===== config.mk =====
export PLATFORM = sky130hd
export DESIGN_NAME = matmul_stream_flat
export DESIGN_NICKNAME = d
export VERILOG_FILES = /design/src/rtl/matmul_stream_pkg.sv /design/src/rtl/matmul_stream_if.sv /design/src/rtl/matmul_stream_mac.sv /design/src/rtl/matmul_stream.sv /design/src/flat_wrapper.sv
export SDC_FILE = /design/constraint.sdc
export NUM_CORES = 2
export LEC_CHECK = 0
export ABC_AREA = 1
export BUFFER_PORTS_ARGS = -buffer_cell sky130_fd_sc_hd__buf_2
export CAP_MARGIN = 20
export CORE_MARGIN = 5
export CORE_UTILIZATION = 25
export CTS_CLUSTER_DIAMETER = 100
export DETAILED_ROUTE_END_ITERATION = 10
export GPL_TIMING_DRIVEN = 0
export PLACE_DENSITY_LB_ADDON = 0.25
export SYNTH_ARGS = -nofsm -noshare
export SYNTH_HDL_FRONTEND = slang
export SYNTH_SLANG_ARGS = --single-unit
export TNS_END_PERCENT = 50

===== constraint.sdc =====
create_clock -name clk -period 9.4 [get_ports clk]
set_input_delay 0.94 -clock clk [delete_from_list [all_inputs] [get_ports clk]]
set_output_delay 0.94 -clock clk [all_outputs]
set_load 0.03 [all_outputs]

===== src/rtl/matmul_stream_pkg.sv =====
// matmul_stream_pkg: FSM state encodings and row-major element index helper shared by RTL and benches
package matmul_stream_pkg;
  typedef enum logic [1:0] {S_IDLE = 2'd0, S_COMPUTE = 2'd1, S_DONE = 2'd2} state_t;
  function automatic int elem(input int n, input int r, input int c);
    return n * n - 1 - (r * n + c);
  endfunction
endpackage


===== src/rtl/matmul_stream_if.sv =====
// matmul_stream_if: operand/result handshake bundle; master drives in_valid/a/b/out_ready, slave drives in_ready/out_valid/res/ovf
interface matmul_stream_if #(parameter int N = 2, parameter int W = 32);
  logic in_valid, in_ready, out_valid, out_ready, ovf;
  logic [N*N*W-1:0] a, b, res;
  modport master(output in_valid, a, b, out_ready, input in_ready, out_valid, res, ovf);
  modport slave(input in_valid, a, b, out_ready, output in_ready, out_valid, res, ovf);
endinterface


===== src/rtl/matmul_stream_mac.sv =====
// matmul_stream_mac: registered signed MAC with clear, shift and saturate/wrap output stage; ports clk, rst_n, clr, en, last, x, y in, val, of out
module matmul_stream_mac #(
  parameter int W = 32,
  parameter int ACC_W = 66,
  parameter int FRAC = 0,
  parameter int SAT = 1
) (
  input  logic                clk,
  input  logic                rst_n,
  input  logic                clr,
  input  logic                en,
  input  logic                last,
  input  logic signed [W-1:0] x,
  input  logic signed [W-1:0] y,
  output logic        [W-1:0] val,
  output logic                of
);
  localparam int PW = 2 * W;
  logic signed [PW-1:0] p;
  logic signed [ACC_W-1:0] acc, acc_next, sh;
  always_comb begin
    p = PW'(x) * PW'(y);
    acc_next = acc + ACC_W'(p);
    sh = acc_next >>> FRAC;
    of = !(&sh[ACC_W-1:W-1] || !(|sh[ACC_W-1:W-1]));
    val = (SAT != 0 && of) ? (sh[ACC_W-1] ? {1'b1, {(W-1){1'b0}}} : {1'b0, {(W-1){1'b1}}}) : sh[W-1:0];
  end
  always_ff @(posedge clk or negedge rst_n)
    if (!rst_n) acc <= '0;
    else if (clr) acc <= '0;
    else if (en) acc <= last ? '0 : acc_next;
endmodule


===== src/rtl/matmul_stream.sv =====
// matmul_stream: sequential signed NxN fixed-point matrix multiplier, one product per cycle; ports clk, rst_n, bus (slave: in_valid/a/b/out_ready in, in_ready/out_valid/res/ovf out)
module matmul_stream
  import matmul_stream_pkg::*;
#(
  parameter int N = 2,
  parameter int W = 32,
  parameter int FRAC = 0,
  parameter int SAT = 1
) (
  input logic           clk,
  input logic           rst_n,
  matmul_stream_if.slave bus
);
  localparam int CW = $clog2(N);
  localparam int ACC_W = 2 * W + CW;
  localparam logic [CW-1:0] LAST = CW'(N - 1);
  state_t st, nst;
  logic [CW-1:0] i, j, k;
  logic signed [W-1:0] am [N][N];
  logic signed [W-1:0] bm [N][N];
  logic take, en, last, fin, of;
  logic [W-1:0] val;
  assign take = bus.in_valid && bus.in_ready;
  assign last = k == LAST;
  assign fin = last && j == LAST && i == LAST;
  always_ff @(posedge clk or negedge rst_n)
    if (!rst_n) st <= S_IDLE;
    else st <= nst;
  always_comb
    nst = st == S_IDLE ? (bus.in_valid ? S_COMPUTE : S_IDLE) :
          st == S_COMPUTE ? (fin ? S_DONE : S_COMPUTE) :
          st == S_DONE ? (bus.out_ready ? S_IDLE : S_DONE) : S_IDLE;
  always_comb begin
    bus.in_ready = st == S_IDLE;
    bus.out_valid = st == S_DONE;
    en = st == S_COMPUTE;
  end
  always_ff @(posedge clk)
    if (take)
      for (int r = 0; r < N; r++)
        for (int c = 0; c < N; c++) begin
          am[r][c] <= bus.a[elem(N, r, c) * W +: W];
          bm[r][c] <= bus.b[elem(N, r, c) * W +: W];
        end
  always_ff @(posedge clk or negedge rst_n)
    if (!rst_n) begin
      i <= '0;
      j <= '0;
      k <= '0;
      bus.res <= '0;
      bus.ovf <= 1'b0;
    end else if (take) begin
      i <= '0;
      j <= '0;
      k <= '0;
      bus.ovf <= 1'b0;
    end else if (en) begin
      k <= last ? '0 : k + 1'b1;
      if (last) begin
        j <= j == LAST ? '0 : j + 1'b1;
        if (j == LAST) i <= i == LAST ? '0 : i + 1'b1;
        bus.res[elem(N, int'(i), int'(j)) * W +: W] <= val;
        bus.ovf <= bus.ovf | of;
      end
    end
  matmul_stream_mac #(.W(W), .ACC_W(ACC_W), .FRAC(FRAC), .SAT(SAT)) u_mac (
    .clk(clk), .rst_n(rst_n), .clr(take), .en(en), .last(last),
    .x(am[i][k]), .y(bm[k][j]), .val(val), .of(of)
  );
endmodule


===== src/flat_wrapper.sv =====
// flat-port wrapper written by rule: the top's interface ports become plain ports
module matmul_stream_flat import matmul_stream_pkg::*;
#(
  parameter int N = 2,
  parameter int W = 32,
  parameter int FRAC = 0,
  parameter int SAT = 1
)
  (clk, rst_n, bus_in_valid, bus_a, bus_b, bus_out_ready, bus_in_ready, bus_out_valid, bus_res, bus_ovf);
  matmul_stream_if #(.N(N), .W(W)) bus_i ();
  input logic clk;
  input logic rst_n;
  input wire logic [$bits(bus_i.in_valid)-1:0] bus_in_valid;
  input wire logic [$bits(bus_i.a)-1:0] bus_a;
  input wire logic [$bits(bus_i.b)-1:0] bus_b;
  input wire logic [$bits(bus_i.out_ready)-1:0] bus_out_ready;
  output wire logic [$bits(bus_i.in_ready)-1:0] bus_in_ready;
  output wire logic [$bits(bus_i.out_valid)-1:0] bus_out_valid;
  output wire logic [$bits(bus_i.res)-1:0] bus_res;
  output wire logic [$bits(bus_i.ovf)-1:0] bus_ovf;
  assign bus_i.in_valid = bus_in_valid;
  assign bus_i.a = bus_a;
  assign bus_i.b = bus_b;
  assign bus_i.out_ready = bus_out_ready;
  assign bus_in_ready = bus_i.in_ready;
  assign bus_out_valid = bus_i.out_valid;
  assign bus_res = bus_i.res;
  assign bus_ovf = bus_i.ovf;
  matmul_stream #(.N(N), .W(W), .FRAC(FRAC), .SAT(SAT)) u_core (.clk(clk), .rst_n(rst_n), .bus(bus_i));
endmodule

==> results.json <==
{
  "via_per_inst": 4.586,
  "clock_skew_ns": 0.06955,
  "yosys.area.top_type_share_pct": 41.18,
  "io_pins": 391,
  "synth_cell_types": 41,
  "rsz0062_at_grt": "yes",
  "netlist_area_sq_mm": 0.05941,
  "crit_slowest_cell": "fa_1",
  "cp-end-kind": "register",
  "yosysWarningCount": 0,
  "reg2reg_to": "u_core.bus.res[115]$_DFFE_PN0P_",
  "die-area_sq_mm": 0.2475,
  "status": "finished with violations",
  "clk_pin_slew_worst_paths_ns": 0.07,
  "max_slew_margin_pct": 15.93,
  "max_freq_mhz": 102.8,
  "hold_class": "primary input to async pin",
  "antenna_found_initial": 11,
  "setup_viol": 124,
  "dp_hpwl_mm": 227.1,
  "syn_to_final_growth_pct": 27.04,
  "antenna_left": 0,
  "synth_area_leader_cell": "fa_1",
  "drc": 0,
  "reg2regPathDepth": 46,
  "grt_usage_pct": 21.07,
  "worstSkewPairLatency_ns": 0.69,
  "core_sq_mm": 0.2372,
  "r2r-start": "u_core.k$_DFFE_PN0P_",
  "dieWidth_um": 497.5,
  "overflow": 0,
  "timing.final.crit_share_pct": 103.5,
  "hold_viol": 0,
  "ys_top_cells_by_area": "fa_1 41%, edfxtp_1 13%, nand2_1 11%",
  "path_class": "register to register",
  "finalMaxSlewViolations": 0,
  "holdBufCountCts": 0,
  "cts-root-buf": "clkbuf_16",
  "first_iter_violations": 3833,
  "cpPeakStageDelay_ns": 0.64,
  "synthCells": 6645,
  "finalWirelength_mm": 265.1,
  "grt_pass1_vias": 51270,
  "port_buffers": 390,
  "die_h_um": 497.5,
  "worstMarginPinSlew_ns": 1.252,
  "tns_ns": -26.24,
  "critPathRequiredTime_ns": 9.97,
  "ys_ff_latch": 455,
  "fin_ws_ns": -0.3308,
  "critical_path_peak_fanout": 10,
  "wl_per_cell_um": 25.03,
  "cts_sinks": 455,
  "cts_max_level": 2,
  "cts_made_buffers": 54,
  "rows": 179,
  "ys_seq_area_share_pct": 21.32,
  "fin_nets": 9086,
  "dr.pass1.iters": 5,
  "cp_common_cell": "fa_1",
  "timing.max_cap.violations": 0,
  "grt_pass1_wl_mm": 377.3,
  "cp.arrival_ns": 10.30,
  "ff2ff_setup_slack_ns": -0.33,
  "via_count": 48570,
  "synth_area_per_cell_sq_um": 8.940,
  "initial_core_util_pct": 25.05,
  "cts_tree": "built",
  "clock_path_buffers": 3,
  "drive_gt1_share_pct": 22.04,
  "grt_max_degree": 136,
  "finalWeightedCongestion": 0.9862,
  "finalCriticalPeriod_ns": 9.731,
  "syn-num-nets": 8352,
  "failed_checks": "setup timing",
  "cp-start-kind": "register"
}
state kept, by name (all words and copies together), names as in the netlist:
signal	flops
u_core.bus.res	128
u_core.k	1
u_core.bus.ovf	1
u_core.am	128
u_core.i	1
u_core.st	2
u_core.u_mac.acc	65
u_core.bm	128
u_core.j	1
cells in the final DEF (no fill, tap or decap), types with 38 or more instances in the layout:
master	count
clkbuf_2	45
nor2_1	485
nor2_4	92
dfrtp_1	196
ha_1	181
buf_12	50
fa_2	58
inv_1	1488
nand3_1	66
buf_8	52
buf_4	191
nand2_4	38
clkbuf_1	67
a32oi_4	42
clkbuf_8	47
buf_2	401
nand2_1	1536
o21ai_0	49
clkbuf_16	72
nor2_2	67
o22ai_1	62
o21ai_1	51
a21oi_1	84
nand2_2	122
fa_1	1164
edfxtp_1	256
cell families after synthesis:
logic type	count (synthesis)	synth area share (%)
AOI/OAI and AO/OA	360	3.627
and+or+nand+nor	2515	16.91
adders and majority gates	1447	45.92
xor gates and xnor gates	42	0.6192
DFF	455	21.32
buffers and inverters	1826	11.61
layer usage:
layer  vias to the layer above  wire [um]  GRT usage, %
met5                         -         27             0
met4                         4      17390         10.95
met3                       465      18420         3.835
met2                      1833     119700         33.38
met1                     25270     109600         27.51
li1                      20990          -             -
worst max-delay path: cells and delay by family (launching register included):
family                   cells  cell delay [ns]
buffers and inverters       18             2.44
AO/OA/AOI/OAI                2             0.34
AND/OR/NAND/NOR             17             1.90
flip-flops                   1             0.41
adder cells (fa/ha/maj)      9             4.49
how the worst max path moves through the flow:
stage,cells after the start,endpoint,from,slack [ns]
after CTS,47,u_core.bus.res[46]$_DFFE_PN0P_,u_core.k$_DFFE_PN0P_,-0.33
final,46,u_core.bus.res[115]$_DFFE_PN0P_,u_core.k$_DFFE_PN0P_,-0.33
after detailed placement,41,u_core.bus.res[44]$_DFFE_PN0P_,u_core.k$_DFFE_PN0P_,-4.36
after global routing,46,u_core.bus.res[52]$_DFFE_PN0P_,u_core.k$_DFFE_PN0P_,-0.64
after global placement,44,u_core.bus.res[119]$_DFFE_PN0P_,u_core.k$_DFFE_PN0P_,-5.05
after floorplan,43,u_core.bus.res[42]$_DFFE_PN0P_,u_core.i$_DFFE_PN0P_,0.08
through the flow:
stage	util (%)	instances	cell area, sq um	hold WS [ns]	setup slack (ns)
final	31.82	10590	75470	0.2499	-0.3308
after CTS	31.07	10510	73700	0.2747	-0.3336
after floorplan	-	6645	59420	0.4594	0.07972
after detailed placement	27.99	10260	66390	0.4641	-4.361
after global routing	31.81	10590	75460	0.3020	-0.6360
after global placement	27.55	10200	65340	0.4634	-5.053
cells in the mapped netlist:
cell type     n
a21oi_1     113
and2_1        9
o22ai_1      62
nor3_1        6
nor2_1      601
inv_2        14
nand4_1      20
clkbuf_1    215
nor2_4        1
o21bai_1      4
buf_1        22
buf_4         3
nor3_2        6
and3_1        5
nor2_2       42
inv_1      1550
ha_1        225
nand3_2      31
or4_1         1
nand3b_1      6
edfxtp_1    256
a32oi_1      64
nand3_1      88
fa_1       1222
nand2_1    1691
buf_2         7
o21ai_1      28
xor2_1        9
o211ai_2      1
a41oi_1       1
clkinv_1     12
or2_2         1
dfrtp_1     199
o211ai_1      1
nand3_4       1
o32ai_1       1
nand2_2       6
o21ai_0      82
o31ai_1       3
buf_6         3
xnor2_1      33
area by class of cell:
cell class	instances	area [sq um]
repair inverters	1	8.758
fillers	24880	161700
multi-input cells	4365	43430
clock buffers	79	1535
diodes	7	17.52
repair buffers	678	5275
well taps	3167	3963
flip-flops and latches	455	12670
clock inverters	15	214.0
inverters	1576	6106
plain buffers	248	2252
what timing repair did:
action / in CTS / in global routing
setup buffers: 143 / 73
hold endpoints to repair: 0 / 0
gates cloned: 11 / 3
endpoints found under the setup margin: 186 / 127
gates resized for setup: 1060 / 330
pin swaps: 136 / 173
Power is left out: the tool's default activity adds up to more than one toggle a clock period on the data nets, which glitch-free logic cannot reach.
